$ cat src/rtl/jt51_op_sched_pkg.sv
// Shared definitions for the jt51 operator slot scheduler: group codes,
// modulation-select bit order and the registered output bundle.
package jt51_op_sched_pkg;

  localparam logic [1:0] GRP_M1 = 2'd0;
  localparam logic [1:0] GRP_M2 = 2'd1;
  localparam logic [1:0] GRP_C1 = 2'd2;
  localparam logic [1:0] GRP_C2 = 2'd3;

  // Select vector bit order {prevprev1, prev1, prev2, internal_x, internal_y}
  localparam int SEL_PP1 = 4;
  localparam int SEL_P1  = 3;
  localparam int SEL_P2  = 2;
  localparam int SEL_IX  = 1;
  localparam int SEL_IY  = 0;

  typedef logic [4:0] sel_t;

  typedef struct packed {
    logic [4:0] slot;
    logic       zero;
    logic [3:0] enters;   // {m1, m2, c1, c2}
    logic [2:0] con;
    logic [2:0] fb;
    sel_t       sel;
  } sched_out_t;

  function automatic logic [3:0] grp_onehot(input logic [1:0] grp);
    logic [3:0] oh;
    oh = '0;
    case (grp)
      GRP_M1:  oh = 4'b1000;
      GRP_M2:  oh = 4'b0100;
      GRP_C1:  oh = 4'b0010;
      default: oh = 4'b0001;
    endcase
    return oh;
  endfunction

endpackage

$ cat src/rtl/jt51_op_sched_if.sv
// Config write bus and pipeline control outputs of the operator scheduler.
interface jt51_op_sched_if;
  logic       cen;
  logic       cfg_we;
  logic [2:0] cfg_ch;
  logic [2:0] cfg_con;
  logic [2:0] cfg_fb;

  logic [4:0] slot_I;
  logic       zero;
  logic       m1_enters;
  logic       m2_enters;
  logic       c1_enters;
  logic       c2_enters;
  logic [2:0] con_I;
  logic [2:0] fb_II;
  logic       use_prevprev1;
  logic       use_prev1;
  logic       use_prev2;
  logic       use_internal_x;
  logic       use_internal_y;

  modport master (
    output cen, cfg_we, cfg_ch, cfg_con, cfg_fb,
    input  slot_I, zero, m1_enters, m2_enters, c1_enters, c2_enters,
           con_I, fb_II, use_prevprev1, use_prev1, use_prev2,
           use_internal_x, use_internal_y
  );

  modport slave (
    input  cen, cfg_we, cfg_ch, cfg_con, cfg_fb,
    output slot_I, zero, m1_enters, m2_enters, c1_enters, c2_enters,
           con_I, fb_II, use_prevprev1, use_prev1, use_prev2,
           use_internal_x, use_internal_y
  );
endinterface

$ cat src/rtl/jt51_con_dec.sv
// Combinational decode of (group, CON) into the five modulation-source selects.
module jt51_con_dec
  import jt51_op_sched_pkg::*;
(
  input  logic [1:0] grp,
  input  logic [2:0] con,
  output sel_t       sel
);

  // x sources are {prevprev1, prev2, internal_x}, y sources {prev1, internal_y}
  always_comb begin
    sel = '0;
    case (grp)
      GRP_M1: begin
        sel[SEL_PP1] = 1'b1;
        sel[SEL_P1]  = 1'b1;
      end
      GRP_M2: begin
        case (con)
          3'd0, 3'd2: sel[SEL_P2] = 1'b1;
          3'd1: begin
            sel[SEL_P2] = 1'b1;
            sel[SEL_P1] = 1'b1;
          end
          3'd5:    sel[SEL_PP1] = 1'b1;
          default: sel = '0;
        endcase
      end
      GRP_C1: begin
        case (con)
          3'd0, 3'd3, 3'd4, 3'd5, 3'd6: sel[SEL_IY] = 1'b1;
          default: sel = '0;
        endcase
      end
      default: begin
        case (con)
          3'd0, 3'd1, 3'd4: sel[SEL_IX] = 1'b1;
          3'd2: begin
            sel[SEL_IX] = 1'b1;
            sel[SEL_P1] = 1'b1;
          end
          3'd3: begin
            sel[SEL_P2] = 1'b1;
            sel[SEL_IY] = 1'b1;
          end
          3'd5:    sel[SEL_P1] = 1'b1;
          default: sel = '0;
        endcase
      end
    endcase
  end

endmodule

$ cat src/rtl/jt51_op_sched.sv
// Slot scheduler for the jt51 operator pipeline: walks 32 slots, holds the
// per-channel CON/FB registers and drives registered pipeline controls.
module jt51_op_sched
  import jt51_op_sched_pkg::*;
#(
  parameter bit SNAPSHOT_CON = 1'b1
) (
  input  logic              clk,
  input  logic              rst,
  jt51_op_sched_if.slave    bus
);

  logic [4:0] cnt;
  logic [2:0] con_rf [8];
  logic [2:0] fb_rf  [8];
  logic [2:0] snap   [8];
  sched_out_t out_p0;

  logic [1:0] grp;
  logic [2:0] ch;
  logic [2:0] con_eff;
  sel_t       sel_nxt;

  assign grp = cnt[4:3];
  assign ch  = cnt[2:0];

  // Regfile reads see the pre-edge contents, so a same-cycle write is not visible
  always_comb begin
    con_eff = con_rf[ch];
    if (SNAPSHOT_CON && (grp != GRP_M1))
      con_eff = snap[ch];
  end

  jt51_con_dec u_dec (
    .grp (grp),
    .con (con_eff),
    .sel (sel_nxt)
  );

  always_ff @(posedge clk) begin
    if (rst) begin
      cnt    <= '0;
      out_p0 <= '0;
      for (int i = 0; i < 8; i++) begin
        con_rf[i] <= '0;
        fb_rf[i]  <= '0;
        snap[i]   <= '0;
      end
    end else begin
      // Slot decode -> output register stage
      if (bus.cen) begin
        out_p0.slot   <= cnt;
        out_p0.zero   <= (cnt == 5'd0);
        out_p0.enters <= grp_onehot(grp);
        out_p0.con    <= con_eff;
        out_p0.fb     <= fb_rf[out_p0.slot[2:0]];
        out_p0.sel    <= sel_nxt;
        if (grp == GRP_M1)
          snap[ch] <= con_rf[ch];
        cnt <= cnt + 5'd1;
      end
      if (bus.cfg_we) begin
        con_rf[bus.cfg_ch] <= bus.cfg_con;
        fb_rf[bus.cfg_ch]  <= bus.cfg_fb;
      end
    end
  end

  assign bus.slot_I         = out_p0.slot;
  assign bus.zero           = out_p0.zero;
  assign bus.m1_enters      = out_p0.enters[3];
  assign bus.m2_enters      = out_p0.enters[2];
  assign bus.c1_enters      = out_p0.enters[1];
  assign bus.c2_enters      = out_p0.enters[0];
  assign bus.con_I          = out_p0.con;
  assign bus.fb_II          = out_p0.fb;
  assign bus.use_prevprev1  = out_p0.sel[SEL_PP1];
  assign bus.use_prev1      = out_p0.sel[SEL_P1];
  assign bus.use_prev2      = out_p0.sel[SEL_P2];
  assign bus.use_internal_x = out_p0.sel[SEL_IX];
  assign bus.use_internal_y = out_p0.sel[SEL_IY];

endmodule

$ cat src/flat_wrapper.sv
// flat-port wrapper written by rule: the top's interface ports become plain ports
module jt51_op_sched_flat import jt51_op_sched_pkg::*;
#(
  parameter bit SNAPSHOT_CON = 1'b1
)
  (clk, rst, bus_cen, bus_cfg_we, bus_cfg_ch, bus_cfg_con, bus_cfg_fb, bus_slot_I, bus_zero, bus_m1_enters, bus_m2_enters, bus_c1_enters, bus_c2_enters, bus_con_I, bus_fb_II, bus_use_prevprev1, bus_use_prev1, bus_use_prev2, bus_use_internal_x, bus_use_internal_y);
  jt51_op_sched_if bus_i ();
  input  logic clk;
  input  logic rst;
  input wire logic [$bits(bus_i.cen)-1:0] bus_cen;
  input wire logic [$bits(bus_i.cfg_we)-1:0] bus_cfg_we;
  input wire logic [$bits(bus_i.cfg_ch)-1:0] bus_cfg_ch;
  input wire logic [$bits(bus_i.cfg_con)-1:0] bus_cfg_con;
  input wire logic [$bits(bus_i.cfg_fb)-1:0] bus_cfg_fb;
  output wire logic [$bits(bus_i.slot_I)-1:0] bus_slot_I;
  output wire logic [$bits(bus_i.zero)-1:0] bus_zero;
  output wire logic [$bits(bus_i.m1_enters)-1:0] bus_m1_enters;
  output wire logic [$bits(bus_i.m2_enters)-1:0] bus_m2_enters;
  output wire logic [$bits(bus_i.c1_enters)-1:0] bus_c1_enters;
  output wire logic [$bits(bus_i.c2_enters)-1:0] bus_c2_enters;
  output wire logic [$bits(bus_i.con_I)-1:0] bus_con_I;
  output wire logic [$bits(bus_i.fb_II)-1:0] bus_fb_II;
  output wire logic [$bits(bus_i.use_prevprev1)-1:0] bus_use_prevprev1;
  output wire logic [$bits(bus_i.use_prev1)-1:0] bus_use_prev1;
  output wire logic [$bits(bus_i.use_prev2)-1:0] bus_use_prev2;
  output wire logic [$bits(bus_i.use_internal_x)-1:0] bus_use_internal_x;
  output wire logic [$bits(bus_i.use_internal_y)-1:0] bus_use_internal_y;
  assign bus_i.cen = bus_cen;
  assign bus_i.cfg_we = bus_cfg_we;
  assign bus_i.cfg_ch = bus_cfg_ch;
  assign bus_i.cfg_con = bus_cfg_con;
  assign bus_i.cfg_fb = bus_cfg_fb;
  assign bus_slot_I = bus_i.slot_I;
  assign bus_zero = bus_i.zero;
  assign bus_m1_enters = bus_i.m1_enters;
  assign bus_m2_enters = bus_i.m2_enters;
  assign bus_c1_enters = bus_i.c1_enters;
  assign bus_c2_enters = bus_i.c2_enters;
  assign bus_con_I = bus_i.con_I;
  assign bus_fb_II = bus_i.fb_II;
  assign bus_use_prevprev1 = bus_i.use_prevprev1;
  assign bus_use_prev1 = bus_i.use_prev1;
  assign bus_use_prev2 = bus_i.use_prev2;
  assign bus_use_internal_x = bus_i.use_internal_x;
  assign bus_use_internal_y = bus_i.use_internal_y;
  jt51_op_sched #(.SNAPSHOT_CON(SNAPSHOT_CON)) u_core (.clk(clk), .rst(rst), .bus(bus_i));
endmodule
$ cat config.mk
export PLATFORM = sky130hd
export DESIGN_NAME = jt51_op_sched_flat
export DESIGN_NICKNAME = d
export VERILOG_FILES = /design/src/rtl/jt51_op_sched_pkg.sv /design/src/rtl/jt51_op_sched_if.sv /design/src/rtl/jt51_con_dec.sv /design/src/rtl/jt51_op_sched.sv /design/src/flat_wrapper.sv
export SDC_FILE = /design/constraint.sdc
export NUM_CORES = 1
export LEC_CHECK = 0
export BUFFER_PORTS_ARGS = -buffer_cell sky130_fd_sc_hd__buf_2
export CORE_MARGIN = 2
export CORE_UTILIZATION = 64
export DETAILED_ROUTE_END_ITERATION = 10
export HOLD_SLACK_MARGIN = 0.12
export PLACE_DENSITY = 0.92
export SKIP_CTS_REPAIR_TIMING = 1
export SLEW_MARGIN = 20
export SYNTH_ARGS = -nofsm -noshare
export SYNTH_HDL_FRONTEND = slang
export SYNTH_HIERARCHICAL = 1
export SYNTH_SLANG_ARGS = --single-unit
$ cat constraint.sdc
create_clock -name clk -period 6.3 [get_ports clk]
set_clock_uncertainty 0.2 [all_clocks]
set_input_delay 1.89 -clock clk [delete_from_list [all_inputs] [get_ports clk]]
set_output_delay 1.89 -clock clk [all_outputs]
set_load 0.05 [all_outputs]
### After elaboration in Yosys (flattened, before gate mapping)

Memory sizes are Yosys's and may differ from the RTL's. A register that Yosys moved wholly into a read port is not among the register bits.
Index checks and enable logic that the tools add are counted.

| operators by class | value |
|---|---|
| $add $sub $neg | 1 |
| equality and inequality tests | 8 |
| mux-type cells | 33 |
| reduce and logical (&&, ||, !) cells | 11 |

Operators by type and width:

| cell | number |
|---|---|
| 3-bit two-way mux | 11 |
| 1-bit two-way mux | 19 |
| 4-bit one-hot mux with 3 select lines | 1 |
| 3-bit OR reduction | 4 |
| 3-bit == test (second input constant) | 3 |
| 3-bit one-hot mux with 3 select lines | 1 |
| 3-bit by 2-bit == test with 1-bit output (second input constant) | 2 |
| 2-bit one-hot mux with 3 select lines | 1 |
| 5-bit by 1-bit adder with 5-bit output (second input constant) | 1 |
| 5-bit logical NOT | 1 |
| 5-bit OR reduction | 1 |
| 4-bit OR reduction | 1 |
| 3-bit by 1-bit == test with 1-bit output (second input constant) | 1 |
| 3-bit logical NOT | 1 |
| 2-bit by 1-bit == test with 1-bit output (second input constant) | 1 |
| 2-bit == test (second input constant) | 1 |
| 2-bit logical NOT | 1 |
| 2-bit nonzero test | 1 |
| 2-bit OR reduction | 1 |

| word-level totals | value |
|---|---|
| bits in registers | 23 |
| bits in writable memories | 72 |
| input port bits | 13 |
| output and inout port bits | 21 |
| word-level logic and storage cells | 62 |
| memories | 3 |

Memories:

| memory | depth | bits a word | read ports | clocked after memory_dff | write ports | RTL line | text |
|---|---|---|---|---|---|---|---|
| u_core.con_rf | 8 | 3 | 1 | 1 | 8 | jt51_op_sched.sv:14 | `logic [2:0] con_rf [8];` |
| u_core.fb_rf | 8 | 3 | 1 | 1 | 8 | jt51_op_sched.sv:15 | `logic [2:0] fb_rf [8];` |
| u_core.snap | 8 | 3 | 1 | 1 | 8 | jt51_op_sched.sv:16 | `logic [2:0] snap [8];` |

### Depth between registers and ports, before layout

| depth | value |
|---|---|
| depth in word-level cells | 7 |
| gate-level depth with buffers | 9 |
| gate-level depth less buffers | 8 |

### Cells and area by module

The synthesis kept the hierarchy.

By module, submodules not included:

| module | instances | cells an instance | area an instance (um^2) | seq. area each (um^2) |
|---|---|---|---|---|
| jt51_op_sched | 1 | 330 | 4,459.3 | 2,742.6 |
| jt51_con_dec | 1 | 17 | 116.4 | 0.0 |

### Worst setup path after synthesis

No wires, ideal clock.

| path | value |
|---|---|
| kind | in2reg |
| start | in bus_cfg_ch[2] |
| end | mem u_core.con_rf[0][0] (enable) |
| library setup time | 0.304 ns |
| arrival time | 2.886 ns |
| data required time | 5.796 ns |
| setup slack | 2.910 ns |
| cell stages on the path | 3 |
| buffers on the path | 0 |
| path through | or3b_2 nor3_1 or2_2 |

RTL lines:

| item | RTL line | text |
|---|---|---|
| start: declaration | flat_wrapper.sv:12 | `input wire logic [$bits(bus_i.cfg_ch)-1:0] bus_cfg_ch;` |
| end: declaration | jt51_op_sched.sv:14 |  |

==> run_results.csv <==
group,metric,value,unit
yosys,yosys_warning_count,6,
yosys,mappedNetlistNets,362,
timing,max_slew.worst_pin.slew,1038,ps
clock_network,insertion_delay,370,ps
power_and_ir_drop,netSwitchingFraction,0.2534,
place,pre_cts_setup_slack,2299,ps
power_and_ir_drop,power_report.internal_total,981.8,µW
finish,final_layout_size_suffix_gt1_frac,0.2196,
min_path,hold_removal_path_class,"register to register",
timing,timing.final.ws_setup,2545,ps
timing,slew_violations,0,
floorplanning,chipHeight,88.56,µm
timing,report.final.setup_viol,0,
power_and_ir_drop,power.net_switching,333.2,µW
detailed_routing,vias,2846,
timing,hold_slack,267.1,ps
floorplanning,floorplan.die_area,7842,µm²
place,placement.io_buffers,33,
yosys,syn_area,4576,µm²
detailed_routing,drt_pass1_iterations,5,
power_and_ir_drop,pwr-share-seq,0.588,
finish,total_inserted_antenna_cells,0,
timing,finalHoldViolCount,0,
floorplanning,placeableCoreArea,6869,µm²
clock_network,clk_root_buffer_cell,"sky130_fd_sc_hd__clkbuf_8",
setup_path,end_of_the_worst_register_to_register_path,"u_core/bus.use_prev1$_SDFFE_PP0P_",
global_routing,grt_antenna_before_repair,0,
setup_path,critPathLaunch,"rst",
finish,area.growth.synth_to_final,8.504,%
yosys,post_synth_most_frequent_cells,"sky130_fd_sc_hd__edfxtp_1 (72), sky130_fd_sc_hd__nor2_1 (51), sky130_fd_sc_hd__and2_1 (46)",
setup_path,worst_setup_path_start_kind,"input pin",
floorplanning,floorplan.die.width,88.56,µm
detailed_routing,initialDrtViolationCount,227,
setup_path,required,6170,ps
timing,timing.slew.headroom,0.3020,
setup_path,worst-endpoint-arrival,3620,ps
timing,finalCritPeriodShare,0.5961,
detailed_routing,ant_nets,0,
detailed_routing,wirelength,8945,µm
clock_network,cts-htree-levels,3,
clock_network,numCtsBuffers,9,
timing,grt_setup_unrepaired,"no",
yosys,syn_avg_cell_area,13.19,µm²
timing,maxClockFrequency,0.2663,GHz
floorplanning,placementRows,30,
detailed_routing,avgViaCountPerCell,6.004,
yosys,synthArstFlopShare,0,
yosys,most_used_standard_cell_by_instance_count_after_synthesis,"sky130_fd_sc_hd__edfxtp_1",
yosys,synth-edff-count,72,
power_and_ir_drop,vdd_drop_max,0.1554,mV
global_routing,grt_usage,0.2558,
yosys,netlist.area_leader.share,0.4725,
clock_network,cts_buffer_depth,2,
finish,nNetsFinal,388,
global_routing,grt_max_degree,50,
setup_path,worst-path-max-fanout,49,
place,gp_congestion,0.7945,
floorplanning,initial_core_util,0.6661,
yosys,synth-seq-area-share,0.5994,
power_and_ir_drop,share_comb_of_total_power,0.116,
global_routing,globalRoute.totalOverflow,0,
yosys,synth-seq-cells,101,
yosys,synthesis.instances,347,
floorplanning,num_io_pins,34,
clock_network,cts.sink_count,101,
job,maxCapViolations,0,
yosys,ys_dominant_reg_cell,"sky130_fd_sc_hd__edfxtp_1",
yosys,yosys.cell_types.count,41,
place,dpl.hpwl,6254,µm
power_and_ir_drop,power.clock.fraction,0.296,
clock_network,clkTransAtPathRegs,90,ps
detailed_routing,routed_wire_length_per_instance,18.87,µm
setup_path,critPathCapture,"u_core/fb_rf[1][1]$_SDFFCE_PN0P_",
timing,finalCriticalPeriod,3755,ps
clock_network,tritoncts_clock_tree,"built",
setup_path,endpoint_kind,"register",
timing,totalNegativeSetupSlack,0,ps
outcome,status,"finished clean",
yosys,synth_largest_area_cell,"sky130_fd_sc_hd__edfxtp_1",
global_routing,grt_pass1_wl,14350,µm
global_routing,via_count_of_the_first_global_routing_pass,2787,
setup_path,r2r_cells,8,
power_and_ir_drop,power.density_cell_area,264.9,nW/µm²
power_and_ir_drop,leakagePower,0.001864,µW
setup_path,rrSetupSlack,3110,ps
yosys,ys_top_cells_by_area,"sky130_fd_sc_hd__edfxtp_1 (47%), sky130_fd_sc_hd__dfxtp_1 (13%), sky130_fd_sc_hd__mux4_2 (8.9%)",
detailed_routing,remaining_design_rule_violation_count,0,
setup_path,critical_path_class,"input pin to register",
==> how the worst min path moves through the flow <==
| stage | from | to | slack (ps) | depth (start not counted) |
|---|---|---|---|---|
| finish | u_core/bus.c2_enters$_SDFFE_PP0P_ | u_core/bus.c2_enters$_SDFFE_PP0P_ | 270 | 2 |
| global route | u_core/bus.c2_enters$_SDFFE_PP0P_ | u_core/bus.c2_enters$_SDFFE_PP0P_ | 300 | 2 |
| CTS | u_core/bus.c2_enters$_SDFFE_PP0P_ | u_core/bus.c2_enters$_SDFFE_PP0P_ | 270 | 2 |
| detailed placement | u_core/bus.c2_enters$_SDFFE_PP0P_ | u_core/bus.c2_enters$_SDFFE_PP0P_ | 250 | 2 |
| global placement | u_core/bus.zero$_SDFFE_PP0P_ | u_core/bus.zero$_SDFFE_PP0P_ | 250 | 2 |
| floorplan | u_core/cnt[3]$_SDFFE_PP0P_ | u_core/bus.use_prevprev1$_SDFFE_PP0P_ | 420 | 3 |
==> stage by stage <==
| step | total power, µW | std cells | instance area (µm²) | util |
|---|---|---|---|---|
| floorplan | 894.4 | 347 | 4576 | - |
| finish | 1315 | 474 | 4965 | 0.7228 |
| global route | 1360 | 474 | 4965 | 0.7228 |
| CTS | 1314 | 474 | 4965 | 0.7228 |
| global placement | 930.8 | 458 | 4776 | 0.6953 |
| detailed placement | 939.1 | 458 | 4776 | 0.6953 |
==> layer usage <==
layer	share of wire	wire length [µm]	GRT usage
met1	0.39	3453	0.3200
met4	0.026	236	0.1157
met2	0.53	4765	0.4347
met3	0.055	490	0.05037
met5	0	0	0
==> area by class of cell <==
cell class | count | area (µm²)
fill | 497 | 1904
multi-input combinational | 225 | 1737
inverter | 3 | 11.26
timing repair buffer | 33 | 165.2
clock buffer | 12 | 166.4
sequential | 101 | 2743
tap | 96 | 120.1
clock inverter | 4 | 22.52
==> logic make-up (layout without fill, tap and decap cells) <==
logic type,Yosys count,in the layout,synth area share
XOR/XNOR,5,5,0.009572
AND/OR/NAND/NOR,158,158,0.1870
multiplexers,41,41,0.1471
AO/OA/AOI/OAI,18,18,0.02817
buffers and inverters,21,52,0.02105
flip-flops,101,101,0.5994
adder cells (fa/ha/maj),3,3,0.007656
==> layout by cell type, fill, tap and decap left out, types with 2 or more instances in the layout <==
cell,count
sky130_fd_sc_hd__nor4_1,2
sky130_fd_sc_hd__nand2b_1,9
sky130_fd_sc_hd__and2_1,46
sky130_fd_sc_hd__nor2_1,51
sky130_fd_sc_hd__edfxtp_1,72
sky130_fd_sc_hd__nand2_1,9
sky130_fd_sc_hd__nor3b_1,2
sky130_fd_sc_hd__or2_2,9
sky130_fd_sc_hd__nand3_1,8
sky130_fd_sc_hd__clkinv_2,2
sky130_fd_sc_hd__and2_2,2
sky130_fd_sc_hd__nand4_1,4
sky130_fd_sc_hd__nor2b_1,2
sky130_fd_sc_hd__nand3b_1,2
sky130_fd_sc_hd__ha_1,2
sky130_fd_sc_hd__mux2i_4,3
sky130_fd_sc_hd__a221oi_1,3
sky130_fd_sc_hd__nor3_1,6
sky130_fd_sc_hd__mux4_2,18
sky130_fd_sc_hd__inv_1,4
sky130_fd_sc_hd__a211oi_1,3
sky130_fd_sc_hd__o21bai_1,3
sky130_fd_sc_hd__a21oi_1,5
sky130_fd_sc_hd__buf_2,33
sky130_fd_sc_hd__clkbuf_8,10
sky130_fd_sc_hd__mux2i_1,20
sky130_fd_sc_hd__dfxtp_1,29
sky130_fd_sc_hd__xnor2_1,2
sky130_fd_sc_hd__xor2_1,3
==> power groups by stage <==
stage	clock, µW	sequential, µW	combinational (µW)
final	389	773	153
after global routing	420	777	163
after CTS	390	773	152
after detailed placement	0	788	151
after global placement	0	785	145
after floorplan	0	789	105
==> flip-flops by register name (all words and copies together) (netlist names), named ones only <==
signal	cells
u_core/bus.use_prev1	1
u_core/bus.use_prevprev1	1
u_core/bus.m1_enters	1
u_core/bus.fb_II	3
u_core/cnt	5
u_core/bus.zero	1
u_core/fb_rf	24
u_core/snap	24
u_core/con_rf	24
u_core/bus.c1_enters	1
u_core/bus.use_internal_x	1
u_core/bus.m2_enters	1
u_core/bus.use_prev2	1
u_core/bus.c2_enters	1
u_core/bus.use_internal_y	1
u_core/bus.slot_I	5
u_core/bus.con_I	3
==> worst max-delay path, stage by stage <==
cell and delay, ps:
sky130_fd_sc_hd__buf_2 380, sky130_fd_sc_hd__nor4_1 990, sky130_fd_sc_hd__or2_2 360
Power figures use the tool's default switching activity.
